**src/rtl/row_uram_arbiter_pkg.sv**
```systemverilog
// Shared types and constants for the row-level URAM arbiter and its helpers.
//   arb_state_t       : arbiter FSM states
//   DEFAULT_NUM_CORES : default channel count of a row
//   ARB_IDX_W         : channel index width for the default row size
//   EPOCH_W           : width of the completed-epoch counter
//   idx_width()       : index width for an arbitrary channel count (never 0)
package row_uram_arbiter_pkg;

    typedef enum logic [1:0] {
        IDLE,
        GRANT,
        LOCKED,
        FLUSH
    } arb_state_t;

    localparam int DEFAULT_NUM_CORES = 8;
    localparam int ARB_IDX_W         = $clog2(DEFAULT_NUM_CORES);
    localparam int EPOCH_W           = 8;

    // A single-channel row still needs a 1-bit index, so clamp the width at 1.
    function automatic int idx_width(input int n);
        return (n > 1) ? $clog2(n) : 1;
    endfunction

endpackage

```
**src/rtl/row_uram_arbiter_picker.sv**
```systemverilog
// rr_priority_picker: combinational winner selection over a request vector.
//   req        : candidate requests (already filtered by the caller)
//   ptr        : index of the last winner; round-robin search starts at ptr+1
//   rr_mode    : 1 = round-robin from ptr+1 (mod N), 0 = lowest index wins
//   winner     : one-hot winner, zero when no request is set
//   winner_idx : binary index of the winner
//   valid      : at least one request was set
module rr_priority_picker
    import row_uram_arbiter_pkg::*;
#(
    parameter int N     = DEFAULT_NUM_CORES,
    parameter int IDX_W = ARB_IDX_W
) (
    input  logic [N-1:0]     req,
    input  logic [IDX_W-1:0] ptr,
    input  logic             rr_mode,
    output logic [N-1:0]     winner,
    output logic [IDX_W-1:0] winner_idx,
    output logic             valid
);

    // Walk the candidates in search order and keep the first hit. The modulo
    // keeps the rotation correct for channel counts that are not powers of two.
    always_comb begin
        int               pos;
        logic [IDX_W-1:0] k;
        winner     = '0;
        winner_idx = '0;
        valid      = 1'b0;
        pos        = 0;
        k          = '0;
        for (int i = 0; i < N; i++) begin
            pos = rr_mode ? ((int'(ptr) + 1 + i) % N) : i;
            k   = IDX_W'(pos);
            if (!valid && req[k]) begin
                valid      = 1'b1;
                winner_idx = k;
            end
        end
        if (valid) begin
            winner[winner_idx] = 1'b1;
        end
    end

endmodule

```
**src/rtl/row_uram_arbiter.sv**
```systemverilog
// row_uram_arbiter: grants one core of a row exclusive use of the shared URAM,
// muxes that core's port onto the physical URAM, and runs the per-epoch barrier
// (every enabled core served once, then drain, then broadcast release).
//   clk, reset            : clock, asynchronous active-high reset
//   i_core_req/locked     : per-core request and lock-held flags
//   o_core_grant          : registered one-hot grant
//   i_uram_*              : packed per-core URAM ports (core k at slice k)
//   o_uram_*              : physical URAM port
//   o_flush_req/i_flush_done : handshake with the drain engine
//   o_uram_emptied        : one-cycle barrier release pulse
//   o_epoch               : completed-epoch counter
module row_uram_arbiter
    import row_uram_arbiter_pkg::*;
#(
    parameter int                   NUM_CORES     = 8,
    parameter int                   ADDR_W        = 12,
    parameter int                   DATA_W        = 32,
    parameter logic [NUM_CORES-1:0] CORE_MASK     = '1,
    parameter bit                   RR_MODE       = 1'b1,
    parameter int                   GRANT_TIMEOUT = 16
) (
    input  logic                        clk,
    input  logic                        reset,
    input  logic [NUM_CORES-1:0]        i_core_req,
    input  logic [NUM_CORES-1:0]        i_core_locked,
    output logic [NUM_CORES-1:0]        o_core_grant,
    input  logic [NUM_CORES-1:0]        i_uram_en,
    input  logic [NUM_CORES*ADDR_W-1:0] i_uram_addr,
    input  logic [NUM_CORES*DATA_W-1:0] i_uram_wr_data,
    input  logic [NUM_CORES-1:0]        i_uram_wr_en,
    output logic                        o_uram_en,
    output logic [ADDR_W-1:0]           o_uram_addr,
    output logic [DATA_W-1:0]           o_uram_wr_data,
    output logic                        o_uram_wr_en,
    output logic                        o_flush_req,
    input  logic                        i_flush_done,
    output logic                        o_uram_emptied,
    output logic [EPOCH_W-1:0]          o_epoch
);

    localparam int IDX_W   = idx_width(NUM_CORES);
    localparam int TIMER_W = idx_width(GRANT_TIMEOUT);
    localparam logic [TIMER_W-1:0] TIMEOUT_LAST = TIMER_W'(GRANT_TIMEOUT - 1);

    arb_state_t             state;
    logic [IDX_W-1:0]       grant_idx;
    logic [IDX_W-1:0]       rr_ptr;
    logic [NUM_CORES-1:0]   served;
    logic [TIMER_W-1:0]     timer;

    logic [NUM_CORES-1:0]   eligible;
    logic [NUM_CORES-1:0]   pick_onehot;
    logic [IDX_W-1:0]       pick_idx;
    logic                   pick_valid;

    // Cores already served this epoch and masked-out cores never compete.
    assign eligible = i_core_req & CORE_MASK & ~served;

    rr_priority_picker #(
        .N     (NUM_CORES),
        .IDX_W (IDX_W)
    ) u_picker (
        .req        (eligible),
        .ptr        (rr_ptr),
        .rr_mode    (RR_MODE),
        .winner     (pick_onehot),
        .winner_idx (pick_idx),
        .valid      (pick_valid)
    );

    // Arbitration FSM. The grant and barrier outputs are registered here so
    // the cores never see a combinational glitch on their grant line. A core
    // that times out or withdraws its request is not marked served and may be
    // granted again later in the same epoch; a timeout also moves the
    // round-robin pointer past it so it cannot starve its neighbours.
    always_ff @(posedge clk or posedge reset) begin
        if (reset) begin
            state          <= IDLE;
            o_core_grant   <= '0;
            grant_idx      <= '0;
            rr_ptr         <= '0;
            served         <= '0;
            timer          <= '0;
            o_flush_req    <= 1'b0;
            o_uram_emptied <= 1'b0;
            o_epoch        <= '0;
        end else begin
            o_uram_emptied <= 1'b0;
            case (state)
                IDLE: begin
                    if (served == CORE_MASK) begin
                        state       <= FLUSH;
                        o_flush_req <= 1'b1;
                    end else if (pick_valid) begin
                        o_core_grant <= pick_onehot;
                        grant_idx    <= pick_idx;
                        timer        <= '0;
                        state        <= GRANT;
                    end
                end
                GRANT: begin
                    if (i_core_locked[grant_idx]) begin
                        timer <= '0;
                        state <= LOCKED;
                    end else if (!i_core_req[grant_idx]) begin
                        o_core_grant <= '0;
                        state        <= IDLE;
                    end else if (timer == TIMEOUT_LAST) begin
                        o_core_grant <= '0;
                        rr_ptr       <= grant_idx;
                        state        <= IDLE;
                    end else begin
                        timer <= timer + 1'b1;
                    end
                end
                LOCKED: begin
                    if (!i_core_locked[grant_idx]) begin
                        o_core_grant      <= '0;
                        served[grant_idx] <= 1'b1;
                        rr_ptr            <= grant_idx;
                        state             <= IDLE;
                    end
                end
                FLUSH: begin
                    if (i_flush_done) begin
                        o_flush_req    <= 1'b0;
                        o_uram_emptied <= 1'b1;
                        served         <= '0;
                        o_epoch        <= o_epoch + 1'b1;
                        state          <= IDLE;
                    end
                end
                default: state <= IDLE;
            endcase
        end
    end

    // URAM port mux driven only from registered state, so an asynchronous
    // reset removes the granted core from the URAM in the same cycle.
    always_comb begin
        o_uram_en      = 1'b0;
        o_uram_addr    = '0;
        o_uram_wr_data = '0;
        o_uram_wr_en   = 1'b0;
        if (state == GRANT || state == LOCKED) begin
            for (int k = 0; k < NUM_CORES; k++) begin
                if (o_core_grant[k]) begin
                    o_uram_en      = i_uram_en[k];
                    o_uram_addr    = i_uram_addr[k*ADDR_W +: ADDR_W];
                    o_uram_wr_data = i_uram_wr_data[k*DATA_W +: DATA_W];
                    o_uram_wr_en   = i_uram_wr_en[k];
                end
            end
        end
    end

endmodule

```
**config.mk**
```make
export PLATFORM = sky130hd
export DESIGN_NAME = row_uram_arbiter
export DESIGN_NICKNAME = d
export VERILOG_FILES = /design/src/rtl/row_uram_arbiter_pkg.sv /design/src/rtl/row_uram_arbiter_picker.sv /design/src/rtl/row_uram_arbiter.sv
export SDC_FILE = /design/constraint.sdc
export NUM_CORES = 1
export LEC_CHECK = 0
export BUFFER_PORTS_ARGS = -buffer_cell sky130_fd_sc_hd__buf_2
export CAP_MARGIN = 40
export CELL_PAD_IN_SITES_DETAIL_PLACEMENT = 1
export CELL_PAD_IN_SITES_GLOBAL_PLACEMENT = 1
export CORE_AREA = 2 2 174 176
export DETAILED_ROUTE_END_ITERATION = 7
export DIE_AREA = 0 0 176 178
export PLACE_DENSITY_LB_ADDON = 0.1
export SETUP_SLACK_MARGIN = 0.05
export SYNTH_ARGS = -nofsm -noshare
export SYNTH_HDL_FRONTEND = slang
export SYNTH_SLANG_ARGS = --single-unit
```
**constraint.sdc**
```tcl
create_clock -name clk -period 8.9 [get_ports clk]
set_clock_uncertainty 0.05 [all_clocks]
set_input_delay 0.445 -clock clk [delete_from_list [all_inputs] [get_ports clk]]
set_output_delay 0.445 -clock clk [all_outputs]
set_load 0.01 [all_outputs]
```
Word-level counts from Yosys, hierarchy flattened
Cells that the tools add are included.
{ "classes": {"add_sub_neg": 10, "magnitude_cmp": 12, "n_eq_ne": 18, "muxes": 110, "n_bitwise": 4, "n_reduce_logical": 31} }
{ "ops": {"columns": ["operator", "count"], "rows": [
  ["$mux W32", 9],
  ["$mux W12", 9],
  ["$mux W8", 8],
  ["$mux W1", 42],
  ["$lt A3 B4 Y1 const B", 10],
  ["$mux W3", 12],
  ["$bmux W1 S3", 10],
  ["$pmux W8 S3", 1],
  ["$mux W4", 5],
  ["$ne A2 B2 Y1 const B", 8],
  ["$pmux W8 S2", 1],
  ["$mux W2", 7],
  ["$add A3 B3 Y3 const B", 4],
  ["$ne A3 B3 Y1 const B", 4],
  ["$reduce_and A5 Y1", 2],
  ["$logic_and A1 B1 Y1", 9],
  ["$reduce_and A3 Y1", 3],
  ["$add A8 B1 Y8 const B", 1],
  ["$and A8 B8 Y8", 1],
  ["$eq A8 B8 Y1 const B", 1],
  ["$not A8 Y8", 1],
  ["$or A8 B8 Y8", 1],
  ["$pmux W2 S4", 1],
  ["$pmux W4 S2", 1],
  ["20 further kinds", 34]
]} }
{ "word_totals": {"register_bits": 38, "in_bits": 387, "word_cells": 194} }

Logic depth before layout (Yosys ltp)
Gate-level depths: netlist of the first run.
{ "logic_depth": {"depth_word": 33, "ltp_mapped": 12, "ltp_nobuf": 10} }

Hierarchy
Synthesis of the first run repeated with hierarchy kept, for this count alone.
{ "unflattened": {"hier_cells": 980, "area_unflattened_um2": 6844.1} }
{ "by_module_without_submodules": {"columns": ["module", "n_inst", "cells_per_inst", "area_each_um2"], "rows": [
  ["row_uram_arbiter", 1, 829, 5766.8],
  ["rr_priority_picker", 1, 151, 1077.3]
]} }

Least setup slack after synthesis of the first run
Ideal clock, no wire load.
{ "synth_timing": {"kind": "reg-to-reg", "start": "reg rr_ptr[0]", "end": "reg o_core_grant[0]", "setup_time_ps": 77, "t_arrival_ps": 3063, "required_time_ps": 8773, "path_slack_ps": 5711, "stages_incl_launch_ff": 12, "n_path_buf": 1, "period_less_slack_ps": 3189, "path_cell_list": "dfrtp_1 -> inv_2 -> ha_1 -> buf_6 -> inv_4 -> mux4_2 -> mux2_4 -> nand3_2 -> nor4_2 -> o32ai_4 -> or4b_1 -> o21ai_1"} }
{ "synth_between": {"elab_chain_len": 32, "word_cells_on_any_way": 64, "classes_between": "8 x add/sub; 2 x order compare; 1 x eq/ne; 37 x mux; 16 x reduce/logical"} }
{ "synth_lines": {"columns": ["element", "line_no", "source"], "rows": [
  ["start: declaration", "row_uram_arbiter.sv:47", "logic [IDX_W-1:0] rr_ptr;"],
  ["start signal: assignment", "row_uram_arbiter.sv:110", "rr_ptr <= grant_idx;"],
  ["start signal: assignment", "row_uram_arbiter.sv:120", "rr_ptr <= grant_idx;"],
  ["$add A3 B1 Y3 *", "row_uram_arbiter_picker.sv:33", "pos = rr_mode ? ((int'(ptr) + 1 + i) % N) : i;"],
  ["branches (longest 31 deep; another with $add A3 B2 Y3)", null, null],
  ["end signal: assignment", "row_uram_arbiter.sv:95", "o_core_grant <= pick_onehot;"],
  ["end: declaration", "row_uram_arbiter.sv:26", "output logic [NUM_CORES-1:0] o_core_grant,"]
]} }
Every way passes the cells marked *. The select of a mux whose other input is x is not followed.
A chain may end at the register's enable or synchronous reset.

Final worst setup path of the first run
{ "layout_timing": {"start": "reg rr_ptr[0]", "end": "reg o_core_grant[2]"} }
Same word-level chain as after synthesis.

==> results of run 1 <==
==> power by group through the flow <==
stage | combinational, µW | sequential [µW] | clock [µW]
2_1_floorplan | 1470 | 278 | 0
3_3_place_gp | 2030 | 348 | 0
3_5_place_dp | 2040 | 349 | 0
4_1_cts | 2050 | 348 | 190
5_1_grt | 2260 | 361 | 200
6_report | 2050 | 345 | 184
==> cell usage after synthesis (5+ instances only) <==
cell and count:
nor2b_1 59, nand3_1 11, mux2i_1 7, buf_1 6
a221oi_1 47, dfrtp_1 38, o21ai_0 16, and2_1 5
mux2_2 7, o211ai_1 5, a21oi_1 63, mux4_2 8
ha_1 10, nor2_1 75, clkbuf_1 69, nand2_1 22
inv_1 59, a211oi_1 91, a31oi_1 7, a22o_1 51
xnor2_1 7, nand2b_1 12, nor3_1 100
==> tightest hold or removal path, stage by stage <==
cell and delay (ns):
buf_2 0.09, inv_1 0.04, buf_4 0.44
==> worst min-delay path by stage <==
stage                     slack, ns                       to                    start
after floorplan                0.42     timer[3]$_DFFE_PP0P_     timer[3]$_DFFE_PP0P_
after global placement         0.43  o_flush_req$_DFFE_PP0P_  o_flush_req$_DFFE_PP0P_
after detailed placement       0.42  o_flush_req$_DFFE_PP0P_  o_flush_req$_DFFE_PP0P_
after CTS                      0.25   o_epoch[7]$_DFFE_PP0P_                    reset
after global routing           0.29   o_epoch[7]$_DFFE_PP0P_                    reset
final                          0.23   o_epoch[7]$_DFFE_PP0P_                    reset
==> per-stage QoR <==
step,area [µm²],instances
floorplan,6125,853
detailed placement,8666,1624
global placement,8666,1624
global route,8842,1640
finish,8847,1642
CTS,8817,1632
==> cells by family (layout without fill, tap and decap cells) <==
logic type | Yosys count | after routing
AO/OA/AOI/OAI | 315 | 315
AND/OR/NAND/NOR | 311 | 311
buffers and inverters | 142 | 532
flip-flops | 38 | 38
multiplexers | 27 | 27
adder cells (fa/ha/maj) | 10 | 10
XOR/XNOR | 10 | 10
other | 0 | 9
==> registers in the layout, summed over array words and instances, names as in the netlist, 2 cells and up <==
signal,cells
rr_ptr,3
timer,4
o_epoch,8
served,8
o_core_grant,8
grant_idx,3
state,2
==> routing by layer <==
metal  global-route usage  vias up  part of all wire
met5                    0        -            0.0017
met4              0.04270       10             0.011
met3              0.06181       30             0.078
met2               0.3752      321              0.47
met1               0.3063     4013              0.44
li1                     -     4039                 -
==> layout make-up <==
class / count / area share
Multi-Input combinational cell: 673 / 0.5243
Antenna cell: 9 / 0.002546
Tap cell: 390 / 0.05515
Sequential cell: 38 / 0.1092
Clock inverter: 2 / 0.001414
Clock buffer: 6 / 0.01570
Timing Repair Buffer: 463 / 0.2656
Inverter: 61 / 0.02616
==> layout by cell type, fill, tap and decap left out, types with 3 or more instances in the layout <==
master / instances
nor2_1: 75
o22ai_1: 3
diode_2: 9
ha_1: 10
o21ai_0: 16
nor2b_1: 57
a2111oi_0: 4
buf_2: 450
nor3_1: 100
a21oi_1: 63
clkbuf_16: 5
mux2_2: 7
a211oi_1: 91
nand2b_1: 12
buf_4: 13
xnor2_1: 7
mux2i_1: 7
a31oi_1: 7
nand2_1: 22
nand4_1: 4
o41ai_1: 4
or2_2: 4
and2_1: 4
dfrtp_1: 32
inv_1: 58
a32o_1: 3
mux4_2: 8
nand3_1: 11
dfrtp_2: 3
a221oi_1: 47
o211ai_1: 5
a22o_1: 51
dfrtp_4: 3
nor4_2: 3
==> results.toml, run 1 <==
[worst_setup_path]
cp.buffers_inverters = 2
worstSetupPathType = "reg -> reg"
cp.depth = 10
crit_slowest_cell = "dfrtp_1"
ff2ff_path_depth = 10
reg2reg_to = "o_core_grant[2]$_DFFE_PP0P_"
cpLargestDelayFamily = "multiplexers"
crit-reg2reg-launch = "rr_ptr[0]$_DFFE_PP0P_"
cp.required_ns = 9.06
startpoint = "rr_ptr[0]$_DFFE_PP0P_"
startpoint_type = "register"
r2r_slack_ns = 4.50
setup.worst_path.end = "o_core_grant[2]$_DFFE_PP0P_"
path_max_fanout = 25
crit_path_cell_trace = "inv_2 > ha_1 > mux4_1 > mux2_2 > and2_1 > nand3_1 > o211ai_1 > buf_4 > or4b_1 > o21ai_1"
max_stage_delay_ns = 0.85
arrival_ns = 4.55
end_kind = "register"

[detailed_routing]
wl_per_cell_um = 23.31
routed_via_density = 5.124
antenna_left = 0
drc = 0
drtPass1Iterations = 5
dr_total_vias = 8413
drt-initial-drc-count = 394
routed_wl_um = 38280

[grt]
grt_usage = 0.2297
grt_max_degree = 66
grt_pass1_wl_um = 54480
antenna_found_initial = 13
grt_pass1_vias = 8228
overflow = 0

[synthesis]
synth_ff_type = "dfrtp_1"
ys_seq_elements = 38
synth_area_um2 = 6125
ys_seq_area_frac = 0.1553
synthMuxAreaShare = 0.07211
ys_top_cells_by_area = "dfrtp_1 16%, a211oi_1 11%, nor3_1 8.2%, a22o_1 7.3%, a221oi_1 6.7%"
syn_inst = 853
syn_area_per_cell_um2 = 7.180
synth_edf_count = 0
synth_compound_area_frac = 0.3818
synth-async-reset-ratio = 1.000
ys_types = 69
synth_top_cell_area_share = 0.1553
synth_fa_ha_area_frac = 0.02043
synth_warnings = 0
synth_top_family_by_area = "compound AO/OA/AOI/OAI gates"
synthSimpleGateAreaFrac = 0.2635
synth_area_leader_cell = "dfrtp_1"
synth_xor_area_frac = 0.01675
synth.net_count = 1250

[floorplanning]
die_x_um = 176
die_h_um = 178
rows = 63
coreArea_um2 = 29400
die_area_um2 = 31330
ios = 451
start_util = 0.2083

[finish]
final_core_util = 0.3009
multi_input_area_um2 = 4638
fill_cells = 3768
nNetsFinal = 1639
regArea_um2 = 965.9
syn_to_final_growth_pct = 44.45
drive_gt1_frac = 0.4167

[sta]
timing.final.crit_share = 0.4939
max_freq_ghz = 0.2275
setup_slack_ns = 4.504
setup_viol = 0
drv_slew = 0
hold_viol = 0
holdWs_ns = 0.2311
tightest_slew_ns = 0.7944
setup_tns_ns = 0
slew_headroom = 0.4704
finalCriticalPeriod_ns = 4.396
rsz0062_at_grt = "no"

[pwr]
p_switching_uw = 1394
power.density_nw_per_um2 = 291.1
power_uw = 2575
p_leak_uw = 0.004323
ir_drop_mv = 0.1216
pwr-share-seq = 0.134
intPower_uw = 1181
p_comb_frac = 0.795
clkPwrFrac = 0.071
switching_share = 0.5415

[place]
gp_congestion = 0.8653
port_buffers = 450
dp_slack_ns = 4.359
post-dp-hpwl_um = 30080

[clock_network]
cts_resized = 0
cts_tree = "yes"
numCtsBuffers = 5
cts_buffer_depth = 2
clock-sinks = 38
cts.hold.buffers_added = 0
root_buffer = "clkbuf_16"
clk_pin_slew_ns = 0.06
htree_levels = 2
insertion_delay_ns = 0.28
cts_setup_buffers = 0

[hold_path]
hp-class = "in -> async"

[status]
outcome = "complete, no violations"

[job]
cap_viol_max_count = 0
Power figures use the tool's default switching activity.
==> run 2: changes to the inputs <==
- CORE_AREA: 2 2 174 176 -> 2 2 175 177
- DIE_AREA: 0 0 176 178 -> 0 0 177 179
- clock period: 8.9 -> 3.5 ns (I/O delays scaled with it)
==> results.toml, run 2 (synthesis gave the netlist of run 1 again) <==
[floorplanning]
rows = 64
start_util = 0.2040
ios = 451
die_area_um2 = 31680
die_x_um = 177
die_h_um = 179
coreArea_um2 = 30030

[sta]
max_freq_ghz = 0.3045
finalCriticalPeriod_ns = 3.284
hold_viol = 0
slew_headroom = 0.4216
timing.final.crit_share = 0.9383
holdWs_ns = 0.3048
setup_viol = 0
rsz0062_at_grt = "no"
drv_slew = 0
tightest_slew_ns = 0.8657
setup_tns_ns = 0

[worst_setup_path]
cp.required_ns = 3.66
crit_slowest_cell = "mux4_1"
max_stage_delay_ns = 0.72
cp.buffers_inverters = 0
reg2reg_to = "o_core_grant[2]$_DFFE_PP0P_"
end_kind = "register"
ff2ff_path_depth = 8
path_max_fanout = 6
cpLargestDelayFamily = "multiplexers"
arrival_ns = 3.45
worstSetupPathType = "reg -> reg"
crit-reg2reg-launch = "rr_ptr[1]$_DFFE_PP0P_"
startpoint_type = "register"
r2r_slack_ns = 0.22
crit_path_cell_trace = "ha_2 > mux4_1 > mux2_4 > nand3_2 > nor4_2 > o32ai_4 > or4b_1 > o21ai_1"

[place]
post-dp-hpwl_um = 30680
gp_congestion = 0.8497
port_buffers = 450
place_area_um2 = 8853

[finish]
final_common_cell = "buf_2"
drive_gt1_frac = 0.4255
reg.largest.list = "o_core_grant: 8 flops, o_epoch: 8 flops, served: 8 flops"
mostFrequentLayoutCells = "450 x buf_2, 100 x nor3_1, 91 x a211oi_1, 75 x nor2_1, 63 x a21oi_1"
final_area_um2 = 9061
nNetsFinal = 1658
syn_to_final_growth_pct = 47.95

[hold_path]
hold_depth = 2
hp-class = "in -> reg"
worstHoldEndpoint = "o_uram_emptied$_DFF_PP0_"
hold_start = "i_flush_done"

[detailed_routing]
drt-initial-drc-count = 473
drtPass1Iterations = 4
wl_per_cell_um = 23.21
dr_total_vias = 8396
antenna_left = 0
drc = 0
routed_wl_um = 38620
routed_via_density = 5.046

[clock_network]
numCtsBuffers = 5
cts_tree = "yes"
cts_buffer_depth = 2
clock-sinks = 38
htree_levels = 2
insertion_delay_ns = 0.29
clk_pin_slew_ns = 0.06
root_buffer = "clkbuf_16"

[pwr]
ir_drop_mv = 0.3492
power.density_nw_per_um2 = 755.5
p_leak_uw = 0.004440

[grt]
antenna_found_initial = 11
grt_pass1_vias = 8211
grt_max_degree = 73
grt_usage = 0.2282
overflow = 0
grt_pass1_wl_um = 54390

[status]
outcome = "complete, no violations"

[job]
cap_viol_max_count = 0
[run 2: worst reg2reg max path, cell delays in order (launching register included)]
cell     delay (ns)
dfrtp_1        0.41
ha_2           0.44
mux4_1         0.72
mux2_4         0.35
nand3_2        0.13
nor4_2         0.07
o32ai_4        0.42
or4b_1         0.50
o21ai_1        0.13
[run 2: worst max path at each step]
stage | start | slack [ns] | cells past startpoint | endpoint
after detailed placement | rr_ptr[0]$_DFFE_PP0P_ | 0.13 | 11 | o_core_grant[6]$_DFFE_PP0P_
after floorplan | rr_ptr[0]$_DFFE_PP0P_ | 0.31 | 11 | o_core_grant[0]$_DFFE_PP0P_
after global routing | rr_ptr[0]$_DFFE_PP0P_ | 0.08 | 11 | o_core_grant[4]$_DFFE_PP0P_
after CTS | rr_ptr[0]$_DFFE_PP0P_ | 0.13 | 11 | o_core_grant[6]$_DFFE_PP0P_
final | rr_ptr[1]$_DFFE_PP0P_ | 0.22 | 8 | o_core_grant[2]$_DFFE_PP0P_
after global placement | rr_ptr[0]$_DFFE_PP0P_ | 0.20 | 11 | o_core_grant[4]$_DFFE_PP0P_
[run 2: layout make-up]
| class | instances | area, µm² |
|---|---|---|
| multi-input combinational | 673 | 4648 |
| antenna | 6 | 15.01 |
| sequential | 38 | 965.9 |
| inverter | 61 | 231.5 |
| clock buffer | 7 | 142.6 |
| tap | 396 | 495.5 |
| timing repair buffer | 482 | 2532 |
| fill | 3877 | 20970 |
| clock inverter | 1 | 30.03 |
[run 2: metrics by stage]
step	util	cells	power, µW	setup slack, ns
2_1_floorplan	-	853	4435	0.3105
3_3_place_gp	0.2942	1648	6267	0.1961
3_5_place_dp	0.2948	1649	6301	0.1312
4_1_cts	0.3009	1658	6873	0.1267
5_1_grt	0.3018	1664	7457	0.08169
6_report	0.3018	1664	6845	0.2159
[run 2: routing by layer]
| metal | wire length, µm | share of wire | vias up | GRT usage |
|---|---|---|---|---|
| met3 | 3227 | 0.084 | 37 | 0.06531 |
| met2 | 17930 | 0.46 | 284 | 0.3685 |
| met4 | 666 | 0.017 | 10 | 0.04442 |
| li1 | - | - | 4065 | - |
| met1 | 16750 | 0.43 | 4000 | 0.3029 |
| met5 | 55 | 0.0014 | - | 0 |
[run 2: report_power, final]
| group | switching [µW] | internal [µW] | total [µW] |
|---|---|---|---|
| clock | 184 | 356 | 540 |
| sequential | 243 | 580 | 823 |
| combinational | 3200 | 2280 | 5480 |
| total | 3620 | 3220 | 6850 |
[run 2: repair_timing]
item | 4_1_cts | 5_1_grt
hold buffers | 1 | 0
hold endpoints to repair | 25 | 0
buffers inserted | 0 | 0
setup endpoints to repair | 0 | 8
gates resized for setup | 0 | 2
